===== src/rtl/game_pkg.sv =====
// Shared types and default constants for the rhythm-game flow controller.
package game_pkg;

  typedef enum logic [2:0] {
    IDLE   = 3'd0,
    PLAY   = 3'd1,
    CHANCE = 3'd2,
    WIN    = 3'd3,
    LOSE   = 3'd4
  } flow_state_t;

  localparam int DEF_MAX_MISS    = 7;
  localparam int DEF_RECOVER_AT  = 5;
  localparam int DEF_MASTER_STEP = 2;

endpackage


===== src/rtl/game_edge_det.sv =====
// One-bit previous-value register producing combinational rise/fall strobes.
module game_edge_det (
  input  logic clk,
  input  logic resetn,
  input  logic i_d,
  output logic o_rise,
  output logic o_fall
);

  logic r_prev;

  always_ff @(posedge clk) begin
    if (!resetn) r_prev <= 1'b0;
    else         r_prev <= i_d;
  end

  assign o_rise = i_d & ~r_prev;
  assign o_fall = ~i_d & r_prev;

endmodule


===== src/rtl/game_flow_ctrl.sv =====
// Game-flow controller: title -> play -> win/lose with saturating miss count.
// GAME_FLOW_CHANCE_EN compiles in the one-shot timed recovery (CHANCE) state.
module game_flow_ctrl
  import game_pkg::*;
#(
  parameter int MISS_W        = 3,
  parameter int MAX_MISS      = DEF_MAX_MISS,
  parameter int MASTER_STEP   = DEF_MASTER_STEP,
  parameter int RECOVER_AT    = DEF_RECOVER_AT,
  parameter int CHANCE_CYCLES = 1024
) (
  input  logic              clk,
  input  logic              resetn,
  input  logic              start_key,
  input  logic              quit_key,
  input  logic              miss,
  input  logic              recover,
  input  logic              master,
  input  logic              done,
  output logic              interface_en,
  output logic              map_en,
  output logic              chance,
  output logic              win,
  output logic              lose,
  output logic [MISS_W-1:0] total_miss,
  output flow_state_t       o_dbg_state
);

  localparam int                TW           = (CHANCE_CYCLES > 1) ? $clog2(CHANCE_CYCLES) : 1;
  localparam logic [MISS_W-1:0] L_MAX        = MISS_W'(MAX_MISS);
  localparam logic [MISS_W-1:0] L_RECOVER    = MISS_W'(RECOVER_AT);
  localparam logic [MISS_W:0]   L_STEP_M     = (MISS_W+1)'(MASTER_STEP);
  localparam logic [MISS_W:0]   L_STEP_N     = (MISS_W+1)'(1);
  localparam logic [TW-1:0]     L_TIMER_LOAD = TW'(CHANCE_CYCLES - 1);

  logic w_start_rise, w_start_fall, w_quit_rise, w_quit_fall;
  logic w_miss_rise, w_miss_fall, w_recover_rise, w_recover_fall;

  game_edge_det u_start_edge   (.clk(clk), .resetn(resetn), .i_d(start_key), .o_rise(w_start_rise),   .o_fall(w_start_fall));
  game_edge_det u_quit_edge    (.clk(clk), .resetn(resetn), .i_d(quit_key),  .o_rise(w_quit_rise),    .o_fall(w_quit_fall));
  game_edge_det u_miss_edge    (.clk(clk), .resetn(resetn), .i_d(miss),      .o_rise(w_miss_rise),    .o_fall(w_miss_fall));
  game_edge_det u_recover_edge (.clk(clk), .resetn(resetn), .i_d(recover),   .o_rise(w_recover_rise), .o_fall(w_recover_fall));

  flow_state_t       r_state, w_next_state;
  logic [MISS_W-1:0] r_count, w_next_count, w_miss_cnt;
  logic [MISS_W:0]   w_sum;
  logic              r_interface_en, r_map_en, r_win, r_lose;
  logic              w_unused;

  // One extra bit keeps the sum from wrapping before saturation.
  assign w_sum      = {1'b0, r_count} + (master ? L_STEP_M : L_STEP_N);
  assign w_miss_cnt = (w_sum >= {1'b0, L_MAX}) ? L_MAX : w_sum[MISS_W-1:0];

`ifdef GAME_FLOW_CHANCE_EN
  logic [TW-1:0] r_timer, w_next_timer;
  logic          r_used, w_next_used, r_chance;
  assign w_unused = &{1'b0, w_recover_fall, w_start_fall, w_miss_fall};
`else
  assign w_unused = &{1'b0, w_recover_rise, w_recover_fall, w_start_fall, w_miss_fall,
                      L_RECOVER, L_TIMER_LOAD};
`endif

  always_comb begin
    w_next_state = r_state;
    w_next_count = r_count;
`ifdef GAME_FLOW_CHANCE_EN
    w_next_timer = r_timer;
    w_next_used  = r_used;
`endif
    case (r_state)
      IDLE: begin
        w_next_count = '0;
        if (w_start_rise) w_next_state = PLAY;
      end
      PLAY: begin
        if (w_quit_rise) begin
          w_next_state = IDLE;
          w_next_count = '0;
        end else if (done) begin
          w_next_state = WIN;
        end else if (w_miss_rise) begin
          w_next_count = w_miss_cnt;
          if (w_miss_cnt == L_MAX) begin
            w_next_state = LOSE;
          end
`ifdef GAME_FLOW_CHANCE_EN
          else if ((w_miss_cnt >= L_RECOVER) && !r_used) begin
            w_next_state = CHANCE;
            w_next_timer = L_TIMER_LOAD;
            w_next_used  = 1'b1;
          end
`endif
        end
      end
`ifdef GAME_FLOW_CHANCE_EN
      CHANCE: begin
        // Recover wins over a simultaneous miss or timeout.
        if (w_quit_rise) begin
          w_next_state = IDLE;
          w_next_count = '0;
        end else if (done) begin
          w_next_state = WIN;
        end else if (w_recover_rise && w_miss_rise) begin
          w_next_state = PLAY;
        end else if (w_recover_rise) begin
          w_next_state = PLAY;
          w_next_count = r_count - MISS_W'(1);
        end else if (w_miss_rise) begin
          w_next_count = w_miss_cnt;
          w_next_state = (w_miss_cnt == L_MAX) ? LOSE : PLAY;
        end else if (r_timer == '0) begin
          w_next_state = PLAY;
        end else begin
          w_next_timer = r_timer - TW'(1);
        end
      end
`endif
      WIN, LOSE: begin
        if (w_quit_fall) begin
          w_next_state = IDLE;
          w_next_count = '0;
        end
      end
      default: begin
        w_next_state = IDLE;
        w_next_count = '0;
      end
    endcase
`ifdef GAME_FLOW_CHANCE_EN
    if (w_next_state == IDLE) w_next_used = 1'b0;
`endif
  end

  always_ff @(posedge clk) begin
    if (!resetn) begin
      r_state        <= IDLE;
      r_count        <= '0;
      r_interface_en <= 1'b1;
      r_map_en       <= 1'b0;
      r_win          <= 1'b0;
      r_lose         <= 1'b0;
`ifdef GAME_FLOW_CHANCE_EN
      r_timer        <= '0;
      r_used         <= 1'b0;
      r_chance       <= 1'b0;
`endif
    end else begin
      r_state        <= w_next_state;
      r_count        <= w_next_count;
      r_interface_en <= (w_next_state == IDLE);
      r_map_en       <= (w_next_state == PLAY) || (w_next_state == CHANCE);
      r_win          <= (w_next_state == WIN);
      r_lose         <= (w_next_state == LOSE);
`ifdef GAME_FLOW_CHANCE_EN
      r_timer        <= w_next_timer;
      r_used         <= w_next_used;
      r_chance       <= (w_next_state == CHANCE);
`endif
    end
  end

  assign interface_en = r_interface_en;
  assign map_en       = r_map_en;
  assign win          = r_win;
  assign lose         = r_lose;
  assign total_miss   = r_count;
  assign o_dbg_state  = r_state;
`ifdef GAME_FLOW_CHANCE_EN
  assign chance       = r_chance;
`else
  assign chance       = 1'b0;
`endif

endmodule


===== config.mk =====
export PLATFORM = sky130hd
export DESIGN_NAME = game_flow_ctrl
export DESIGN_NICKNAME = d
export VERILOG_FILES = /design/src/rtl/game_pkg.sv /design/src/rtl/game_edge_det.sv /design/src/rtl/game_flow_ctrl.sv
export SDC_FILE = /design/constraint.sdc
export NUM_CORES = 1
export LEC_CHECK = 0
export CELL_PAD_IN_SITES_DETAIL_PLACEMENT = 0
export CELL_PAD_IN_SITES_GLOBAL_PLACEMENT = 1
export CORE_MARGIN = 2
export CORE_UTILIZATION = 33
export DETAILED_ROUTE_END_ITERATION = 8
export GPL_TIMING_DRIVEN = 0
export PLACE_DENSITY_LB_ADDON = 0.1
export SYNTH_ARGS = -nofsm -noshare
export SYNTH_HDL_FRONTEND = slang
export SYNTH_HIERARCHICAL = 1
export SYNTH_SLANG_ARGS = --single-unit
export TNS_END_PERCENT = 100

===== constraint.sdc =====
create_clock -name clk -period 2.3 [get_ports clk]
set_clock_uncertainty 0.15 [all_clocks]
set_input_delay 0.345 -clock clk [delete_from_list [all_inputs] [get_ports clk]]
set_output_delay 0.345 -clock clk [all_outputs]
set_load 0.02 [all_outputs]

; ---- After elaboration in Yosys (flattened, before gate mapping)
; Index checks and enable logic that the tools add are counted.
[word_totals]
n_memories = 0
out_inout_bits = 11
rom_bits = 0
mem_bits_rw = 0
inputBits = 8
latch_bits = 0
word_cells = 49
ff_bits = 13
[op_classes]
n_reduce_logical = 5
mul = 0
n_shift = 0
eq_ne = 11
bitwise_logic = 8
muxes = 14
n_lt_le_gt_ge = 1
add_sub_neg = 1
n_div = 0
[ops]
columns = operator, n
row1 = $mux W3, 11
row2 = $eq A3 B2 Y1 const B, 3
row3 = $eq A3 B3 Y1 const B, 3
row4 = $pmux W3 S3, 1
row5 = $eq A3 B1 Y1 const B, 2
row6 = $logic_not A3 Y1, 2
row7 = $pmux W3 S2, 1
row8 = $add A3 B2 Y4, 1
row9 = $and A1 B1 Y1, 4
row10 = $ge A4 B3 Y1 const B, 1
row11 = $not A1 Y1, 4
row12 = $ne A3 B1 Y1 const B, 1
row13 = $ne A3 B2 Y1 const B, 1
row14 = $reduce_and A3 Y1, 1
row15 = $mux W2, 1
row16 = $ne A2 B1 Y1 const B, 1
row17 = $reduce_or A2 Y1, 1
row18 = $logic_or A1 B1 Y1, 1

; ---- Longest topological paths before layout
; Gate-level depths: netlist (run 1).
[depth]
ltp_word = 12
ltp_mapped = 7
depth_no_buf = 7

; ---- By module
; Netlist (run 1), hierarchy kept.
[modules_own_cells]
columns = module, area_per_inst_um2, cells_each, seq_area_each_um2, n_inst
row1 = game_flow_ctrl, 540.5, 58, 200.2, 1
row2 = game_edge_det, 38.8, 4, 20.0, 3

; ---- Least setup slack after synthesis (run 1)
; OpenSTA, ideal clock, no wires.
[synth_path]
path_type = register -> register
start = reg r_count[0] (netlist: total_miss[0])
end = reg r_map_en (netlist: map_en)
arrival_time_ps = 1643
n_path_buf = 0
period_less_slack_ps = 1916
setup_ps = 124
stages_incl_launch_ff = 7
slack_ps = 384
required_time_ps = 2026
cell_sequence = dfxtp_1 -> ha_1 -> fa_1 -> nand4b_1 -> o2111ai_1 -> o32ai_2 -> nor2b_1
[synth_via]
elab_chain_cells = 11
elab_cells_between_ends = 12
classes_between = add/sub: 1 / order compare: 1 / eq/ne: 3 / mux: 6 / reduce/logical: 1
[synth_rtl]
columns = item, line_no
row1 = start: declaration, game_flow_ctrl.sv:45  ; logic [MISS_W-1:0] r_count, w_next_count, w_miss_cnt;
row2 = start signal: assignment, game_flow_ctrl.sv:149  ; r_count <= w_next_count;
row3 = $add A3 B2 Y4 *, game_flow_ctrl.sv:51  ; assign w_sum = {1'b0, r_count} + (master ? L_STEP_M : L_STEP_N);
row4 = $ge A4 B3 Y1, game_flow_ctrl.sv:52  ; assign w_miss_cnt = (w_sum >= {1'b0, L_MAX}) ? L_MAX : w_sum[MISS_W-1:0];
row5 = $mux W3 *, game_flow_ctrl.sv:52
row6 = $eq A3 B3 Y1 *, game_flow_ctrl.sv:83  ; if (w_miss_cnt == L_MAX) begin
row7 = $mux W3 *, game_flow_ctrl.sv:83
row8 = $mux W3 *, game_flow_ctrl.sv:81  ; end else if (w_miss_rise) begin
row9 = $mux W3 *, game_flow_ctrl.sv:79  ; end else if (done) begin
row10 = $mux W3 *, game_flow_ctrl.sv:76  ; if (w_quit_rise) begin
row11 = $pmux W3 S3 *, game_flow_ctrl.sv:70  ; case (r_state)
row12 = $eq A3 B1 Y1 or $eq A3 B2 Y1 (tied branches), game_flow_ctrl.sv:151  ; r_map_en <= (w_next_state == PLAY) || (w_next_state == CHANCE);
row13 = $logic_or A1 B1 Y1 *, game_flow_ctrl.sv:151
row14 = end signal: assignment, game_flow_ctrl.sv:151
row15 = end: declaration, game_flow_ctrl.sv:47  ; logic r_interface_en, r_map_en, r_win, r_lose;
; Every way passes the cells marked *; elsewhere a longest branch is shown, timed or not.
; A chain may end at the register's enable or synchronous reset.

; ---- Worst setup path after layout (run 1)
; Same ends and word-level chain as after synthesis.

==> summary.md, run 1 <==
| Metric | Value |
|---|---|
| Status | complete, no violations |
| Netlist Area Pre-Place | roughly 640 µm² |
| Layout cells sized above 1 | 13.64% |
| Wire length per cell | 11.31 µm |
| Antenna cell count | 0 |
| Number of global-route vias before repair | approximately 500 |
| Synth Instances | about 70 |
| Layout net count | 100 |
| Clock network fraction of total power | between 30 and 40% |
| Comb pwr share | approximately 17% |
| Critical Path RT | between 2 and 2.5 ns |
| Max stage delay on crit path | 0.53 ns |
| DR iter-0 viols | 7 |
| Die H | 48.19 µm |
| Synthesis-to-finish area growth | 36.31% |
| IO buf count | 16 |
| Clock slew at reported path FFs | approximately 0.08 ns |
| CTS Buffer Depth | 2 |
| Starting Density | between 30% and 40% |
| CP endpoint kind | register |
| Reg power frac | 52.3% |
| CTS sink count | 13 |
| Hold path start | total_miss[0]$_SDFFE_PN0P_ |
| WP data arrival | 1.93 ns |
| Fin Setup TNS | 0 ns |
| Pwr Density | about 520 nW/µm² |
| Final Cycle Share | a little over four fifths |
| Number of iterations in the first detailed-routing pass | 4 |
| Max VDD drop | around 0.39 mV |
| Minimum clock period | between 1.5 and 2 ns |
| DRC errors left | 0 |
| Slew Limit Fails | 0 |
| Num CTS Buffers | 3 |
| Setup violations, final | 0 |
| Post-Place Cell Area | 835.8 µm² |
| Worst-path fanout max | 3 |
| # hold bufs at CTS | 0 |
| Reg-to-reg critical path startpoint | total_miss[0]$_SDFFE_PN0P_ |
| Die ar. | roughly 2300 µm² |
| Largest net degree at the start of global routing | 13 |
| Max-Cap Viols | 0 |
| DP HPWL | approximately 1000 µm |
| Gpl congestion | approximately 0.81 |
| DIE WIDTH | a little under 50 µm |
| Worst hold path class | reg -> reg |
| Post-CTS repair timing setup buffer count | 0 |
| Switching share of power | between 20% and 30% |
| Remaining global-route overflow | 0 |
| Internal Power | about 0.00034 W |
| Post-Syn Nets | 79 |
| Vias | 540 |
| Via density | 4.779 |
| Crit Path Category | reg -> reg |
| First-pass GRT wire length | 2090 µm |
| Sw Pwr | 0.0001159 W |
| Clk Tree Root Cell | clkbuf_4 |
| GRT Total Usage | between 10% and 20% |
| Antenna-violating nets left | 0 |
| P_leak | roughly 0.35 nW |
| Antenna violations before repair | 0 |
| Yosys Warn Count | 6 |
| Cell chain of the critical path | ha_1 -> fa_1 -> nand4b_1 -> o2111ai_2 -> o32ai_2 -> nor2b_1 |
| RSZ-0062 raised after global routing | false |
| H-tree depth | 1 |
| Worst-Skew Late Latency | between 0.2 and 0.3 ns |
| Setup crit start kind | register |
| Fillcell total | between 150 and 200 |
| Row count | 15 |
| Mean Syn Cell Area | about 9.5 µm² |
| FMAX | 519.1 MHz |
| CP startpoint | total_miss[0]$_SDFFE_PN0P_ |
| Final Hold Fails | 0 |
| CTS tree | yes |
| Design area | a little under 900 µm² |
| Most common cell after layout, fill and taps aside | clkdlybuf4s50_1 |
| Slowest stage cell, crit path | fa_1 |
| Core area | around 1800 µm² |
| Drt total wl | between 1000 and 1500 µm |
| Commonest cells after routing, fill and taps aside | clkdlybuf4s50_1, dfxtp_1, nand2_1, and2_1, nor2b_1 |
| I/O Pins | 19 |
==> final timing paths <==
kind / to / slack [ns] / cells past startpoint
setup / recovery: map_en$_SDFF_PN0_ / 0.37 / 6
hold reg to reg: total_miss[0]$_SDFFE_PN0P_ / 0.34 / 2
hold / removal: total_miss[0]$_SDFFE_PN0P_ / 0.34 / 2
setup reg to reg: map_en$_SDFF_PN0_ / 0.37 / 6
==> metrics by stage <==
stage | hold slack [ns] | total power (W) | setup slack (ns) | util [%] | std cells
after floorplan | 0.3167 | 0.0002878 | 0.3835 | - | 68
after detailed placement | 0.3318 | 0.0003241 | -0.3176 | 46.88 | 109
after global placement | 0.3209 | 0.0003230 | -0.3070 | 46.88 | 109
after global routing | 0.3973 | 0.0004868 | 0.2257 | 49.26 | 113
after CTS | 0.3435 | 0.0004666 | 0.007977 | 48.70 | 113
final | 0.3381 | 0.0004569 | 0.3736 | 49.26 | 113
==> metal layers <==
layer / vias to the layer above / share of wire [%] / track usage (%) / routed length, µm
met2: 12 / 46 / 21.05 / 592
met1: 244 / 48 / 15.88 / 616
met4: 0 / 0.63 / 3.243 / 8
met3: 2 / 4.8 / 5.556 / 61
met5: - / 0 / 0 / 0
li1: 282 / - / - / -
==> registers in the layout (all words and copies together) (netlist names) <==
signal,count
win,1
u_miss_edge/r_prev,1
lose,1
u_quit_edge/r_prev,1
map_en,1
o_dbg_state,3
total_miss,3
interface_en,1
u_start_edge/r_prev,1
==> power groups by stage <==
stage | clock, W | combinational (W) | sequential [W]
4_1_cts | 0.000146 | 0.0000807 | 0.000239
3_5_place_dp | 0 | 0.0000795 | 0.000245
2_1_floorplan | 0 | 0.0000351 | 0.000253
3_3_place_gp | 0 | 0.0000790 | 0.000244
6_report | 0.000138 | 0.0000797 | 0.000239
5_1_grt | 0.000159 | 0.0000874 | 0.000240
==> worst max-delay path: cells and delay by family (launching register included) <==
family / cells / cell delay, ns
fa+ha+maj: 2 / 0.74
simple gates: 2 / 0.26
flops: 1 / 0.33
compound gates: 2 / 0.32
==> cell type report <==
type,count,area [µm²],area share [%]
multi-input combinational,50,375.4,42.74
sequential,13,260.3,29.63
timing repair buffer,16,162.7,18.52
tap,25,31.28,3.561
clock buffer,4,26.28,2.991
inverter,4,15.01,1.709
buffer,1,7.507,0.8547
==> what timing repair did <==
action | 4_1_cts | 5_1_grt
endpoints found under the hold margin | 0 | 0
cloned | 0 | 0
resized for setup | 1 | 2
endpoints found under the setup margin | 1 | 3
Note: power is estimated with default switching activity, not from simulation.
==> run 2: changes to the inputs <==
Settings changed: CORE_UTILIZATION 33 to 30.
Clock period 2.3 ns to 1.6 ns, I/O delays scaled along.
==> run 2 against run 1 <==
Compared with the run above: the run now ends with setup timing left; sequential share of layout area shrank 2.3 points; cell area grew 11%; clock power grew 44%; critical path depth is the same; final cell count grew 6.2%; via count grew 8.0%; power grew 47%; hold slack gained 0.017 ns; setup slack lost 0.67 ns; non-clock buffer count grew 5; critical endpoint unchanged; largest power group unchanged.
==> summary.md, run 2 (synthesis gave the netlist of run 1 again) <==
| Metric | Value |
|---|---|
| Antenna cell count | 0 (unchanged) |
| Reg power frac | 51.0% (was 52.3%) |
| First-pass GRT wire length | 2325 µm (was 2090 µm) |
| Worst path depth | 6 (unchanged) |
| Sw Pwr | 0.0001752 W (was 0.0001159 W) |
| Internal Power | 0.0004985 W (was 0.0003410 W) |
| Minimum clock period | 1.901 ns (was 1.926 ns) |
| Pwr Density | 693.9 nW/µm² (was 520.2 nW/µm²) |
| Layout net count | 105 (was 100) |
| Max-Cap Viols | 0 (unchanged) |
| Vias | 583 (was 540) |
| Row count | 16 (was 15) |
| Cell chain of the critical path | ha_4 -> fa_1 -> nand4b_1 -> o2111ai_2 -> o32ai_2 -> nor2b_1 (was ha_1 -> fa_1 -> nand4b_1 -> o2111ai_2 -> o32ai_2 -> nor2b_1) |
| Worst-path fanout max | 3 (unchanged) |
| Failing checks | setup timing |
| Core area | 2002 µm² (was 1783 µm²) |
| CP startpoint | total_miss[0]$_SDFFE_PN0P_ (unchanged) |
| Antenna-violating nets left | 0 (unchanged) |
| Die ar. | 2535 µm² (was 2322 µm²) |
| Commonest cells after routing, fill and taps aside | dfxtp_1, dlygate4sd2_1, clkdlybuf4s50_1 (was clkdlybuf4s50_1, dfxtp_1, nand2_1, and2_1, nor2b_1) |
| Worst-Skew Late Latency | 0.27 ns (about the same) |
| Final Cycle Share | 118.8% (was 83.76%) |
| Setup crit start kind | register (unchanged) |
| Status | finished, violations left (was complete, no violations) |
| Buf/Inv on CP | 0 (unchanged) |
| Pre-CTS setup slack | -0.8768 ns (was -0.3176 ns) |
| Fillcell total | 191 (was 173) |
| M2 GR Usage | 20.61% (was 21.05%) |
| Clk Tree Root Cell | clkbuf_4 (unchanged) |
| CP Capture Point | map_en$_SDFF_PN0_ (unchanged) |
| Remaining global-route overflow | 0 (unchanged) |
| Max VDD drop | 0.3603 mV (was 0.3906 mV) |
| P_leak | 0.4610 nW (was 0.3494 nW) |
| DR iter-0 viols | 3 (was 7) |
| Met1 usage | 14.76% (was 15.88%) |
| Most common cell after layout, fill and taps aside | dfxtp_1 (was clkdlybuf4s50_1) |
| Reg2reg path depth | 6 (unchanged) |
| IO buf count | 16 (unchanged) |
| Slew Limit Fails | 0 (unchanged) |
| Reg-to-reg critical path startpoint | total_miss[0]$_SDFFE_PN0P_ (unchanged) |
| Final worst-path setup slack | -0.3008 ns (was 0.3736 ns) |
| FF-to-FF setup slack | -0.30 ns (was 0.37 ns) |
| Max stage delay on crit path | 0.51 ns (was 0.53 ns) |
| CTS Buffer Depth | 2 (unchanged) |
| I/O Pins | 19 (unchanged) |
| Largest net degree at the start of global routing | 13 (unchanged) |
| Final Hold Fails | 0 (unchanged) |
| Die H | 50.35 µm (was 48.19 µm) |
| Register area | 265.3 µm² (was 260.3 µm²) |
| GRT Total Usage | 12.58% (was 13.01%) |
| Slowest stage cell, crit path | fa_1 (unchanged) |
| Antenna violations before repair | 0 (unchanged) |
| Clock network fraction of total power | 29.5% (was 30.2%) |
| CP delay by family, top | adder cells (unchanged) |
| Gpl congestion | 0.7470 (was 0.8083) |
| Clock slew at reported path FFs | 0.08 ns (about the same) |
| CTS tree | yes (unchanged) |
| Reg-to-Reg End | map_en$_SDFF_PN0_ (unchanged) |
| FMAX | 526.1 MHz (was 519.1 MHz) |
| CTS sink count | 13 (unchanged) |
| Via density | 4.858 (was 4.779) |
| Num CTS Buffers | 3 (unchanged) |
| Synthesis-to-finish area growth | 50.68% (was 36.31%) |
| Area of the multi-input gates | 422.9 µm² (was 375.4 µm²) |
| Switching share of power | 26.01% (was 25.37%) |
| DP HPWL | 1016 µm (was 1006 µm) |
| Starting Density | 32.19% (was 36.14%) |
| Worst hold path class | reg -> reg (unchanged) |
| Comb pwr share | 19.5% (was 17.4%) |
| CP endpoint kind | register (unchanged) |
| Crit Path Category | reg -> reg (unchanged) |
| Layout cells sized above 1 | 27.96% (was 13.64%) |
| Wire length per cell | 11.51 µm (was 11.31 µm) |
| Drt total wl | 1381 µm (was 1278 µm) |
| GRT met3 Usage | 3.571% (was 5.556%) |
| DRC errors left | 0 (unchanged) |
| # hold bufs at CTS | 0 (unchanged) |
| Design Power | 0.0006737 W (was 0.0004569 W) |
| GRT busiest layer | met2 (unchanged) |
| H-tree depth | 1 (unchanged) |
| WP data arrival | 1.90 ns (was 1.93 ns) |
| DIE WIDTH | 50.35 µm (was 48.19 µm) |
| RSZ-0062 raised after global routing | true (was false) |
| Number of global-route vias before repair | 550 (was 495) |
| Number of iterations in the first detailed-routing pass | 3 (was 4) |
| Critical Path RT | 1.60 ns (was 2.30 ns) |
| Setup violations, final | 8 (was 0) |
## run 2: cell count changes in the layout (fill, tap and decap cells not counted), sizes merged
cell / before / now
clkdlybuf4s50: 15 / 6
buf: 1 / 6
dlygate4sd2: 0 / 7
dlymetal6s2s: 1 / 3
## run 2: worst min-delay path, delay by kind of cell (launching register included)
kind,cells,cell delay [ns]
AOI/OAI and AO/OA,1,0.06
DFF,1,0.35
and+or+nand+nor,1,0.06
## run 2: layout make-up
type / count / share of cell area [%]
multi-input combinational: 50 / 43.56
sequential: 13 / 27.32
timing repair buffer: 21 / 20.62
tap: 27 / 3.479
clock buffer: 4 / 2.706
inverter: 4 / 1.546
buffer: 1 / 0.7732
## run 2: worst min-delay path by stage
stage	to	startpoint	slack (ns)	cells after the start
finish	total_miss[1]$_SDFFE_PN0P_	total_miss[1]$_SDFFE_PN0P_	0.36	2
global route	total_miss[1]$_SDFFE_PN0P_	total_miss[1]$_SDFFE_PN0P_	0.38	2
CTS	total_miss[1]$_SDFFE_PN0P_	total_miss[1]$_SDFFE_PN0P_	0.36	2
detailed placement	total_miss[0]$_SDFFE_PN0P_	total_miss[0]$_SDFFE_PN0P_	0.35	2
global placement	total_miss[0]$_SDFFE_PN0P_	total_miss[0]$_SDFFE_PN0P_	0.33	2
floorplan	o_dbg_state[1]$_SDFF_PN0_	resetn	0.21	1
## run 2: what timing repair did
item | in CTS | in global routing
gates resized for setup | 14 | 9
pin swaps | 6 | 6
buffers inserted | 3 | 2
setup endpoints to repair | 14 | 13
## run 2: power groups by stage
stage               clock [W]  sequential (W)  combinational, W
global placement            0        0.000350          0.000115
detailed placement          0        0.000351          0.000116
floorplan                   0        0.000362         0.0000520
CTS                  0.000210        0.000343          0.000125
global route         0.000233        0.000345          0.000143
finish               0.000199        0.000343          0.000131
## run 2: metrics by stage
stage	hold WS (ns)	util [%]	setup TNS, ns	cell area (µm²)	instances
after floorplan	0.2117	-	-0.5697	661.9	68
after global placement	0.3340	42.75	-5.615	855.8	111
after detailed placement	0.3480	42.75	-5.572	855.8	111
after CTS	0.3552	46.44	-1.049	929.6	118
after global routing	0.3781	48.50	-1.717	970.9	120
final	0.3553	48.50	-1.178	970.9	120
## run 2: layer usage
metal  routed length (µm)  up-vias  share of wire (%)
li1                     -      293                  -
met4                   12        0               0.87
met1                  631      276                 46
met5                    0        -                  0
met2                  682       12                 49
met3                   54        2                3.9
